`src/rtl/serial_addsub_pkg.sv`:
```
// Shared types and helpers for the bit-serial add/subtract engine.
package serial_addsub_pkg;

  // Engine control states; the fourth encoding is unused and recovers to StIdle.
  typedef enum logic [1:0] {
    StIdle = 2'b00,
    StRun  = 2'b01,
    StDone = 2'b10
  } state_t;

  // Bit-counter width for a given operand width (at least one bit).
  function automatic int unsigned cnt_width(input int unsigned width);
    return (width > 1) ? $clog2(width) : 1;
  endfunction

endpackage

```
`src/rtl/full_adder.sv`:
```
// Single-bit full adder cell.
module full_adder (
  input  logic a,
  input  logic b,
  input  logic ci,
  output logic sum,
  output logic co
);

  assign sum = a ^ b ^ ci;
  assign co  = (a & b) | (ci & (a ^ b));

endmodule

```
`src/rtl/serial_addsub.sv`:
```
// Bit-serial add/subtract engine: one full_adder cell plus a carry flop, LSB-first,
// valid/ready on both the operand and the result side.
module serial_addsub
  import serial_addsub_pkg::*;
#(
  parameter int unsigned WIDTH = 8
) (
  input  logic             clk,
  input  logic             rst,
  input  logic             in_valid,
  output logic             in_ready,
  input  logic [WIDTH-1:0] a,
  input  logic [WIDTH-1:0] b,
  input  logic             sub,
  output logic             out_valid,
  input  logic             out_ready,
  output logic [WIDTH-1:0] sum,
  output logic             co,
  output logic             ovf
);

  localparam int unsigned CntW = cnt_width(WIDTH);
  localparam logic [CntW-1:0] LastBit = CntW'(WIDTH - 1);

  state_t           state_q, state_d;
  logic [WIDTH-1:0] a_sh_q, a_sh_d;
  logic [WIDTH-1:0] b_sh_q, b_sh_d;
  logic [WIDTH-1:0] sum_q, sum_d;
  logic [CntW-1:0]  cnt_q, cnt_d;
  logic             carry_q, carry_d;
  logic             co_q, co_d;
  logic             ovf_q, ovf_d;
  logic             in_ready_q, in_ready_d;
  logic             out_valid_q, out_valid_d;

  logic fa_sum;
  logic fa_co;

  // The single bit cell; operand LSBs and the running carry feed it every RUN cycle.
  full_adder u_full_adder (
    .a   (a_sh_q[0]),
    .b   (b_sh_q[0]),
    .ci  (carry_q),
    .sum (fa_sum),
    .co  (fa_co)
  );

  // Next-state logic for the FSM, datapath shift registers and registered handshakes.
  always_comb begin
    state_d     = state_q;
    a_sh_d      = a_sh_q;
    b_sh_d      = b_sh_q;
    sum_d       = sum_q;
    cnt_d       = cnt_q;
    carry_d     = carry_q;
    co_d        = co_q;
    ovf_d       = ovf_q;
    in_ready_d  = in_ready_q;
    out_valid_d = out_valid_q;

    unique case (state_q)
      StIdle: begin
        if (in_valid) begin
          // Subtraction is A + ~B + 1: invert B here and seed the carry with 1.
          a_sh_d     = a;
          b_sh_d     = b ^ {WIDTH{sub}};
          carry_d    = sub;
          cnt_d      = '0;
          in_ready_d = 1'b0;
          state_d    = StRun;
        end
      end

      StRun: begin
        sum_d   = {fa_sum, sum_q[WIDTH-1:1]};
        carry_d = fa_co;
        a_sh_d  = a_sh_q >> 1;
        b_sh_d  = b_sh_q >> 1;
        cnt_d   = cnt_q + CntW'(1);
        if (cnt_q == LastBit) begin
          // On the MSB, carry_q is the carry into the MSB and fa_co the carry out.
          co_d        = fa_co;
          ovf_d       = carry_q ^ fa_co;
          out_valid_d = 1'b1;
          state_d     = StDone;
        end
      end

      StDone: begin
        if (out_ready) begin
          out_valid_d = 1'b0;
          in_ready_d  = 1'b1;
          state_d     = StIdle;
        end
      end

      default: begin
        out_valid_d = 1'b0;
        in_ready_d  = 1'b1;
        state_d     = StIdle;
      end
    endcase
  end

  // State registers; reset discards any operation in flight and clears the result.
  always_ff @(posedge clk or posedge rst) begin
    if (rst) begin
      state_q     <= StIdle;
      a_sh_q      <= '0;
      b_sh_q      <= '0;
      sum_q       <= '0;
      cnt_q       <= '0;
      carry_q     <= 1'b0;
      co_q        <= 1'b0;
      ovf_q       <= 1'b0;
      in_ready_q  <= 1'b1;
      out_valid_q <= 1'b0;
    end else begin
      state_q     <= state_d;
      a_sh_q      <= a_sh_d;
      b_sh_q      <= b_sh_d;
      sum_q       <= sum_d;
      cnt_q       <= cnt_d;
      carry_q     <= carry_d;
      co_q        <= co_d;
      ovf_q       <= ovf_d;
      in_ready_q  <= in_ready_d;
      out_valid_q <= out_valid_d;
    end
  end

  assign in_ready  = in_ready_q;
  assign out_valid = out_valid_q;
  assign sum       = sum_q;
  assign co        = co_q;
  assign ovf       = ovf_q;

endmodule

```
`config.mk`:
```
export PLATFORM = sky130hd
export DESIGN_NAME = serial_addsub
export DESIGN_NICKNAME = d
export VERILOG_FILES = /design/src/rtl/serial_addsub_pkg.sv /design/src/rtl/full_adder.sv /design/src/rtl/serial_addsub.sv
export SDC_FILE = /design/constraint.sdc
export NUM_CORES = 1
export LEC_CHECK = 0
export ABC_AREA = 0
export CAP_MARGIN = 40
export CORE_MARGIN = 2
export CORE_UTILIZATION = 50
export CTS_BUF_LIST = sky130_fd_sc_hd__clkbuf_16
export DETAILED_ROUTE_END_ITERATION = 10
export GPL_TIMING_DRIVEN = 0
export PLACE_DENSITY = 0.79
export SETUP_SLACK_MARGIN = 0.15
export SYNTH_ARGS = -nofsm -noshare
export SYNTH_HDL_FRONTEND = slang
export SYNTH_SLANG_ARGS = --single-unit
```
`constraint.sdc`:
```
create_clock -name clk -period 2.1 [get_ports clk]
set_clock_uncertainty 0.1 [all_clocks]
set_input_delay 0.42 -clock clk [delete_from_list [all_inputs] [get_ports clk]]
set_output_delay 0.42 -clock clk [all_outputs]
set_load 0.01 [all_outputs]
```
==> impl_results.md <==
* Setup slack, reg-to-reg at 0.44 ns
* Syn_area_per_cell at 11.6 um2
* Startpoint Class: register
* Diode count at 0
* Skew-Pair Late Insertion Delay at 0.28 ns
* Post-CTS Hold Buffers at 0
* Initial antenna violation count at 0
* Sequential-to-total area share from yosys stat at 54.0%
* Final hold violations at 0
* CTS tree: built
* Total GRT Usage at 20.8%
* HPWL Detailed at 2300 um
* Leakage at 0.955 nW
* Mux contribution to synthesized area at 7.84%
* Final Critical Period at 1.87 ns
* Hold_sp: a_sh_q[3]
* FF+latch count, synth at 34
* Fraction of registers with async set/reset at 100%
* Synth Area in XOR/XNOR at 4.99%
* Area leader, netlist: dfrtp_1
* Worst-margin pin slew at 0.760 ns
* Starting Density at 52.1%
* Number of remaining DRC errors at 0
* Crit path kind: reg -> out
* RSZ-0062 raised after global routing: false
* Synth Area in Compound Gates at 14.4%
* Slowest CP cell: dfstp_2
* Peak Freq at 535 MHz
* DR iter-0 viols at 36
* Main area contributors after synthesis: dfrtp_1 52%, mux2_2 7.8%, a221o_1 4.4%
* ANT nets after route at 0
* Max Slew Vio Count at 0
* Commonest non-fill, non-tap cell in the layout: dfrtp_1
* CP endpoint kind: output pin
* Largest family of logic cells by synthesized area: compound AO/OA/AOI/OAI gates
* CTS Buf Count at 5
* WP data arrival at 1.35 ns
* Simple-Gate Fraction of Synth Area at 11.3%
* Via count at 1162
* Die area at 3620 um2
* Worst min path class: reg -> reg
* Fillers at 231
* Share of the synthesized area in the top cell type at 52.3%
* Slowest stage delay, CP at 0.54 ns
* Syn Nets at 160
* Synth-to-layout area growth at 37.2%
* Vias in the first global route at 1116
* Boundary Pins at 33
* Clock Tree Root: clkbuf_16
* Pwr dens at 1540 nW/um2
* CTS H-Tree Depth at 2
* Top_reg_cell synth: dfrtp_1
* Crit-path cells: clkdlybuf4s50_1
* Synth Instances at 136
* Postcts setup bufs at 0
* Row cnt at 20
* Die Y at 60.2 um
* R2R cell count at 4
* Req. time, crit path at 1.58 ns
* Die Wd at 60.2 um
* Netlist cell types at 31
* Adder-cell share of the synthesized area at 2.85%
* Drt pass-1 iters at 4
* Synthesis Warnings at 0
* Via density at 5.28
* Clock Pin Slew Worst Setup and Hold Paths at 0.05 ns
* Worst-path maximum fanout at 3
* Final GP Congestion at 0.795
* Pre-CTS setup slack at 0.101 ns
* Area of the mapped netlist at 1580 um2
* EDFF count, synth at 0
* Layout cells sized above 1 at 18.2%
* Largest net degree at the start of global routing at 19
* Hold depth at 2
* GR Overflow Total at 0
* Max-Cap Viols at 0
* CP Launch Point: in_ready
* CP top delay family: flip-flops
* Wire per inst at 14.7 um
* Fin crit share at 89.0%
* R2r startpoint: carry_q
* WHS Endpoint: a_sh_q[3]
* Post-CTS sizing at 0
* Relative slew margins at 49.3%
* Final setup viols at 0
* Worst VDD drop at 0.680 mV
* Status: complete, no violations
* Setup TNS at 0 ns
* CTS Buffer Depth at 2
* Core area at 3030 um2
* Total wire length at 3230 um
* Nets at 199
* Global-route wire length before repair at 5370 um
* Worst Path Buf+Inv at 1
* Most frequent cells in the layout: 33 x dfrtp_1, 31 x clkdlybuf4s50_1, 12 x nand2_1
* Port bufs at 31
* Worst Slack Setup Final at 0.230 ns
* Clk sinks at 34
* Final core occ at 71.5%
* Reg2reg end: carry_q
synthesized netlist by cell type, types with 2 or more instances:
library cell / count
xor2_1: 2
a22oi_1: 3
ha_1: 2
nor2_1: 10
buf_6: 3
nand2_1: 12
a221o_1: 7
a22o_1: 2
mux2_2: 11
xnor2_1: 7
a31oi_1: 5
o21ai_0: 10
dfrtp_1: 33
inv_1: 2
nand2b_1: 2
and2_1: 5
buf_2: 4
a21oi_1: 3
cell families after synthesis:
logic type                 after synthesis
DFF                                     34
muxes                                   11
AOI/OAI and AO/OA                       32
adders and majority gates                3
buffers and inverters                   11
and+or+nand+nor                         36
xor gates and xnor gates                 9
registers in the layout (all words and copies together), names as in the netlist:
register	cells
state_q	2
carry_q	1
ovf	1
co	1
out_valid	1
cnt_q	3
a_sh_q	8
in_ready	1
sum	8
b_sh_q	8
layer usage:
layer / vias to the layer above / global-route usage, % / part of all wire [%]
li1: 556 / - / -
met4: 0 / 8.57 / 1.4
met3: 5 / 3.90 / 3.9
met2: 34 / 35.2 / 50
met1: 567 / 26.0 / 45
met5: - / 0 / 0
how the worst max path moves through the flow:
stage | end | slack, ns | cells after the start
floorplan | ovf | 0.61 | 3
global placement | b_sh_q[5] | 0.10 | 2
detailed placement | a_sh_q[2] | 0.10 | 6
CTS | in_ready | 0.22 | 1
global route | in_ready | 0.21 | 1
finish | in_ready | 0.23 | 1
layout make-up:
cell class	instances	area [um2]	area share, %
repair buffers	32	338	15.6
clock inverters	3	68.8	3.18
plain buffers	9	65.1	3.00
well taps	44	55.1	2.54
multi-input cells	91	654	30.2
inverters	2	7.51	0.347
flip-flops and latches	34	852	39.3
clock buffers	5	125	5.78
per-stage QoR:
step                      instances  total power, mW  hold WS (ns)  area [um2]
after floorplan                 136             1.91         0.342        1580
after global placement          211             2.30         0.356        1940
after detailed placement        212             2.39         0.362        1970
after CTS                       220             3.36         0.374        2170
after global routing            220             3.50         0.406        2170
final                           220             3.33         0.371        2170
power breakdown:
group,internal (mW),switching [mW]
combinational,0.702,0.542
sequential,0.952,0.190
clock,0.681,0.267
(Power assumes the default switching activity.)
